**config.mk**
```make
export PLATFORM = sky130hd
export DESIGN_NAME = bit_serial_adder
export DESIGN_NICKNAME = d
export VERILOG_FILES = /design/src/rtl/bit_serial_adder.sv
export SDC_FILE = /design/constraint.sdc
export NUM_CORES = 1
export LEC_CHECK = 0
export CELL_PAD_IN_SITES_DETAIL_PLACEMENT = 0
export CELL_PAD_IN_SITES_GLOBAL_PLACEMENT = 1
export CORE_MARGIN = 5
export CORE_UTILIZATION = 43
export CTS_CLUSTER_SIZE = 25
export DETAILED_ROUTE_END_ITERATION = 8
export HOLD_SLACK_MARGIN = 0.06
export PLACE_DENSITY_LB_ADDON = 0.1
export SYNTH_ARGS = -nofsm -noshare
export SYNTH_HDL_FRONTEND = slang
export SYNTH_SLANG_ARGS = --single-unit
```
**constraint.sdc**
```tcl
create_clock -name clk -period 1.9 [get_ports clk]
set_clock_uncertainty 0.2 [all_clocks]
set_input_delay 0.285 -clock clk [delete_from_list [all_inputs] [get_ports clk]]
set_output_delay 0.285 -clock clk [all_outputs]
set_load 0.05 [all_outputs]
```
**src/rtl/bit_serial_adder.sv**
```systemverilog
// Bit-serial adder: computes a + b + cin one bit per clock, LSB first,
// through a single full-adder cell with a registered carry.
//
// state | meaning
// ------+---------------------------------------------------------------
// IDLE  | waiting for start; operands are captured on the accepting edge
// RUN   | one result bit per edge, WIDTH edges in total
// DONE  | one-cycle done pulse; sum/cout hold the fresh result
module bit_serial_adder #(
    parameter int WIDTH = 8
) (
    input  logic             clk,
    input  logic             rst,
    input  logic             start,
    input  logic [WIDTH-1:0] a,
    input  logic [WIDTH-1:0] b,
    input  logic             cin,
    output logic             busy,
    output logic             done,
    output logic [WIDTH-1:0] sum,
    output logic             cout
);

    localparam int CNT_W = (WIDTH > 1) ? $clog2(WIDTH) : 1;
    localparam logic [CNT_W-1:0] CNT_LAST = CNT_W'(WIDTH - 1);

    typedef enum logic [1:0] {
        IDLE = 2'd0,
        RUN  = 2'd1,
        DONE = 2'd2
    } state_t;

    state_t           state_q, state_d;
    logic [WIDTH-1:0] opa_q, opa_d;
    logic [WIDTH-1:0] opb_q, opb_d;
    logic [WIDTH-1:0] acc_q, acc_d;
    logic             cy_q, cy_d;
    logic [CNT_W-1:0] cnt_q, cnt_d;
    logic [WIDTH-1:0] sum_q, sum_d;
    logic             cout_q, cout_d;

    logic             fa_s;
    logic             fa_c;
    logic [WIDTH-1:0] acc_shift;

    // Shared one-bit full-adder cell fed from the operand LSBs and the carry flop.
    always_comb begin
        fa_s = opa_q[0] ^ opb_q[0] ^ cy_q;
        fa_c = (opa_q[0] & opb_q[0]) | (opa_q[0] & cy_q) | (opb_q[0] & cy_q);
        // New bit enters at the MSB; written with shifts so WIDTH=1 needs no special case.
        acc_shift = (acc_q >> 1) | (WIDTH'(fa_s) << (WIDTH - 1));
    end

    // Next-state and datapath update; every register holds unless its state acts on it.
    always_comb begin
        state_d = state_q;
        opa_d   = opa_q;
        opb_d   = opb_q;
        acc_d   = acc_q;
        cy_d    = cy_q;
        cnt_d   = cnt_q;
        sum_d   = sum_q;
        cout_d  = cout_q;

        case (state_q)
            IDLE: begin
                if (start) begin
                    opa_d   = a;
                    opb_d   = b;
                    cy_d    = cin;
                    cnt_d   = '0;
                    acc_d   = '0;
                    state_d = RUN;
                end
            end
            RUN: begin
                acc_d = acc_shift;
                opa_d = opa_q >> 1;
                opb_d = opb_q >> 1;
                cy_d  = fa_c;
                cnt_d = cnt_q + CNT_W'(1);
                if (cnt_q == CNT_LAST) begin
                    // Output registers only change here, so partial results never show.
                    sum_d   = acc_shift;
                    cout_d  = fa_c;
                    state_d = DONE;
                end
            end
            DONE: begin
                state_d = IDLE;
            end
            default: begin
                state_d = IDLE;
            end
        endcase
    end

    // State and datapath registers, cleared asynchronously.
    always_ff @(posedge clk or posedge rst) begin
        if (rst) begin
            state_q <= IDLE;
            opa_q   <= '0;
            opb_q   <= '0;
            acc_q   <= '0;
            cy_q    <= 1'b0;
            cnt_q   <= '0;
            sum_q   <= '0;
            cout_q  <= 1'b0;
        end else begin
            state_q <= state_d;
            opa_q   <= opa_d;
            opb_q   <= opb_d;
            acc_q   <= acc_d;
            cy_q    <= cy_d;
            cnt_q   <= cnt_d;
            sum_q   <= sum_d;
            cout_q  <= cout_d;
        end
    end

    // Status decoded from registered state only; no path from start.
    always_comb begin
        busy = (state_q == RUN);
        done = (state_q == DONE);
        sum  = sum_q;
        cout = cout_q;
    end

endmodule

```
==> results <==
==> sequential cells by signal (all words and copies together) (netlist names) <==
| name | flops |
|---|---|
| cy_q | 1 |
| opa_q | 8 |
| cout | 1 |
| opb_q | 8 |
| state_q | 2 |
| acc_q | 7 |
| sum | 8 |
| cnt_q | 3 |
==> synth_stat cells, drive strengths merged <==
library cell and instances:
dfrtp 38, inv 17, nor3b 16, a22o 11, buf 11, mux2 10
nor2b 9, a211oi 8, nor4b 8, a221oi 7, ha 2, nand2b 2
a21oi 1, clkbuf 1, fa 1, nand3b 1, nor2 1, o21bai 1
==> worst register-to-register path, delay by kind of cell (launching register included) <==
kind | cells | cell delay, ns
DFF | 1 | 0.40
adders and majority gates | 2 | 0.42
buffers and inverters | 1 | 0.16
and+or+nand+nor | 1 | 0.15
muxes | 1 | 0.30
==> metal layers <==
layer	up-vias	GRT usage, %	routed length (microns)
met3	5	3.13	168
li1	583	-	-
met4	0	5.15	51
met1	604	15.4	1600
met5	-	0	0
met2	29	21.2	1770
==> power groups by stage <==
stage	Clock [uW]	Sequential [uW]	Combinational, uW
2_1_floorplan	0	1720	1220
3_3_place_gp	0	1440	1910
3_5_place_dp	0	1470	1960
4_1_cts	539	1450	1960
5_1_grt	578	1500	2080
6_report	517	1450	1930
==> stage by stage <==
step                TNS [ns]  instances  cell area (sq um)
floorplan                  0        145               1960
global placement      -0.169        223               2300
detailed placement     -1.47        223               2300
CTS                        0        230               2380
global route               0        230               2380
finish                     0        230               2380
==> logic make-up after synthesis <==
family / after synthesis
compound gates: 28
flops: 38
mux: 10
buf+inv: 29
fa+ha+maj: 3
simple gates: 37
==> final cells by class <==
class	instances	area (sq um)	share of cell area, %
Sequential cell	38	951	40.0
Multi-Input combinational cell	78	837	35.2
Timing Repair Buffer	38	383	16.1
Clock buffer	5	68.8	2.89
Tap cell	52	65.1	2.74
Inverter	17	63.8	2.68
Clock inverter	2	10.0	0.421
==> path summary, 6_finish.rpt <==
kind | start | to | slack, ns
max in group asynchronous | rst | state_q[1] | 0.95
min reg2reg | opb_q[7] | opb_q[7] | 0.31
max reg2reg | cnt_q[0] | sum[6] | 0.14
max | state_q[0] | done | 0.13
min | rst | cnt_q[1] | 0.21
min in group clk | opb_q[7] | opb_q[7] | 0.31
==> results by group <==
Worst hold path
  – Tightest Hold Check Type: input pin to async pin

Detailed routing
  – Drt wl/cell: 15.6 microns
  – Remaining design rule violation count: 0
  – Via count normalized by instance count: 5.31
  – Total wirelength of the detailed-routed design: about 3600 microns
  – Initial DRC Count: 34
  – First-pass DRT Iterations: 4
  – Via Count: between 1000 and 1500
  – Final antenna-violating net count: 0

Synthesis
  – Xor-xnor portion of the synthesized cell area: 0%
  – Adder-Cell Fraction of Synth Area: 2.30%
  – Netlist area before placement: 1960 sq um
  – Post-synthesis cell count: 145
  – Post-synth top area share: between 40% and 50%
  – Ranking of synthesized cells by area: sky130_fd_sc_hd__dfrtp_1, sky130_fd_sc_hd__mux2_4, sky130_fd_sc_hd__nor4b_2
  – Combinational family with the most area after synthesis: simple AND/OR/NAND/NOR gates
  – Cell variety after synth: 23
  – FF+latch count, synth: 38
  – Post-synthesis share of cell area spent on and, or, nand and nor gates: between 10% and 20%
  – Synthesized area per cell: ~14 sq um
  – Area fraction in compound gates after synthesis: around 15%
  – Library cell occupying the most area in the post-synthesis netlist: sky130_fd_sc_hd__dfrtp_1
  – Fraction of synthesized area in multiplexers: 7.66%
  – Yosys warning count: 0
  – Synthesized Nets: between 150 and 200
  – Fraction of the yosys area taken by sequential cells: 48.5%

Power and ir drop
  – Switching power share of the total: around 40%
  – Part of the power in registers: between 30% and 40%
  – Cell Pwr Density: between 1500 and 2000 nW/um^2
  – Clock network fraction of design power: between 10% and 20%
  – Portion of total power attributed to combinational logic: about half
  – Internal power of the cells: about 2300 uW
  – Power spent charging and discharging nets: roughly 1500 uW
  – Leakage power summed over all cells: between 0.001 and 0.0015 uW
  – Peak ir drop on the vdd network: between 0.0005 and 0.0006 V
  – Final Total Pwr: 3890 uW

Worst setup path
  – Sort of element at the start of the critical path: flip-flop
  – Stages on worst setup path: 3
  – Worst-path fanout max: 27
  – Slowest library cell on the worst path: sky130_fd_sc_hd__dfrtp_1
  – Critical path data required time: 1.41 ns
  – Number of buffer and inverter instances along the worst setup path: 2
  – Critical path class: flip-flop to primary output
  – Largest stage delay on the critical path: about 0.48 ns
  – Number of cell instances on the worst register-to-register path: 5
  – Kind of capture point of the worst setup path: primary output
  – Family with the most delay on the worst path: flip-flops
  – Critical path cell sequence: buf_12, nor2b_2, buf_12
  – Most frequent CP cell: sky130_fd_sc_hd__buf_12
  – Worst endpoint data arrival time: 1.28 ns

CTS
  – Hold-fix buffers at CTS: 0
  – Postcts setup bufs: 0
  – Number of H-tree levels: 2
  – Clock latency of the later-clocked register in the worst-skew pair: 0.29 ns
  – CTS tree: done
  – Number of clock sinks seen by CTS: 38
  – Number of buffers inserted during clock tree synthesis: 5
  – # resized after CTS: 0
  – Cell chosen for the clock root: sky130_fd_sc_hd__clkbuf_8
  – Maximum buffer depth of the clock tree: 2
  – CTS clock-pin slew for the worst setup and hold paths: 0.07 ns

Floorplanning
  – Core Footprint: 4380 sq um
  – Horizontal extent of the die: just under 80 microns
  – Vertical die dimension: just under 80 microns
  – Core Rows: 24
  – Total die area: about 6000 sq um
  – I/O pin total: 31
  – Starting density of the core: around 45%

STA
  – Slew at the pin closest to its max-slew limit: 0.773 ns
  – Fraction of the cycle the final worst path needs: between 90% and 100%
  – Pins over their slew limit: 0
  – Finish-stage setup viols: 0
  – Hold slack: ~0.21 ns
  – Hold Vio Cnt, Final: 0
  – Highest attainable clock frequency: ~570 MHz
  – PnR worst setup slack: 0.130 ns
  – Worst slew margin relative to its limit: roughly 48%
  – Setup repair after global routing missed its margin: false
  – Final period demand of the worst path: roughly 1.8 ns

Cells and area
  – Area overhead of the layout relative to synthesis: 21.3%
  – Most common library cell in the layout ignoring fill and taps: sky130_fd_sc_hd__dfrtp_1
  – Fill cells: 381
  – Antenna diode instance count: 0
  – Layout cell share with drive strength beyond 1: about a third
  – Net count of the finished layout: between 200 and 250
  – End-of-flow core utilization: approximately 54%
  – Most frequent cells in the layout: sky130_fd_sc_hd__dfrtp_1, sky130_fd_sc_hd__clkdlybuf4s50_1, sky130_fd_sc_hd__inv_1

Global routing
  – Initial antenna violation count: 0
  – Global-route wire length before repair: 6130 microns
  – Number of global-route vias before repair: ~1300
  – Largest net degree at the start of global routing: 39
  – Global-route total usage across every layer: 12.6%
  – Total grt overflow: 0

Place
  – Post-Place Setup Slack: -0.136 ns
  – Port bufs: 30
  – HPWL Detailed: between 2000 and 3000 microns
  – Last weighted congestion value of the routability-driven placer: between 0.7 and 0.8

Run status
  – Outcome: completed

Flow run
  – Number of max-cap violations: 0
No activity file was read; power rests on OpenSTA's default activity.
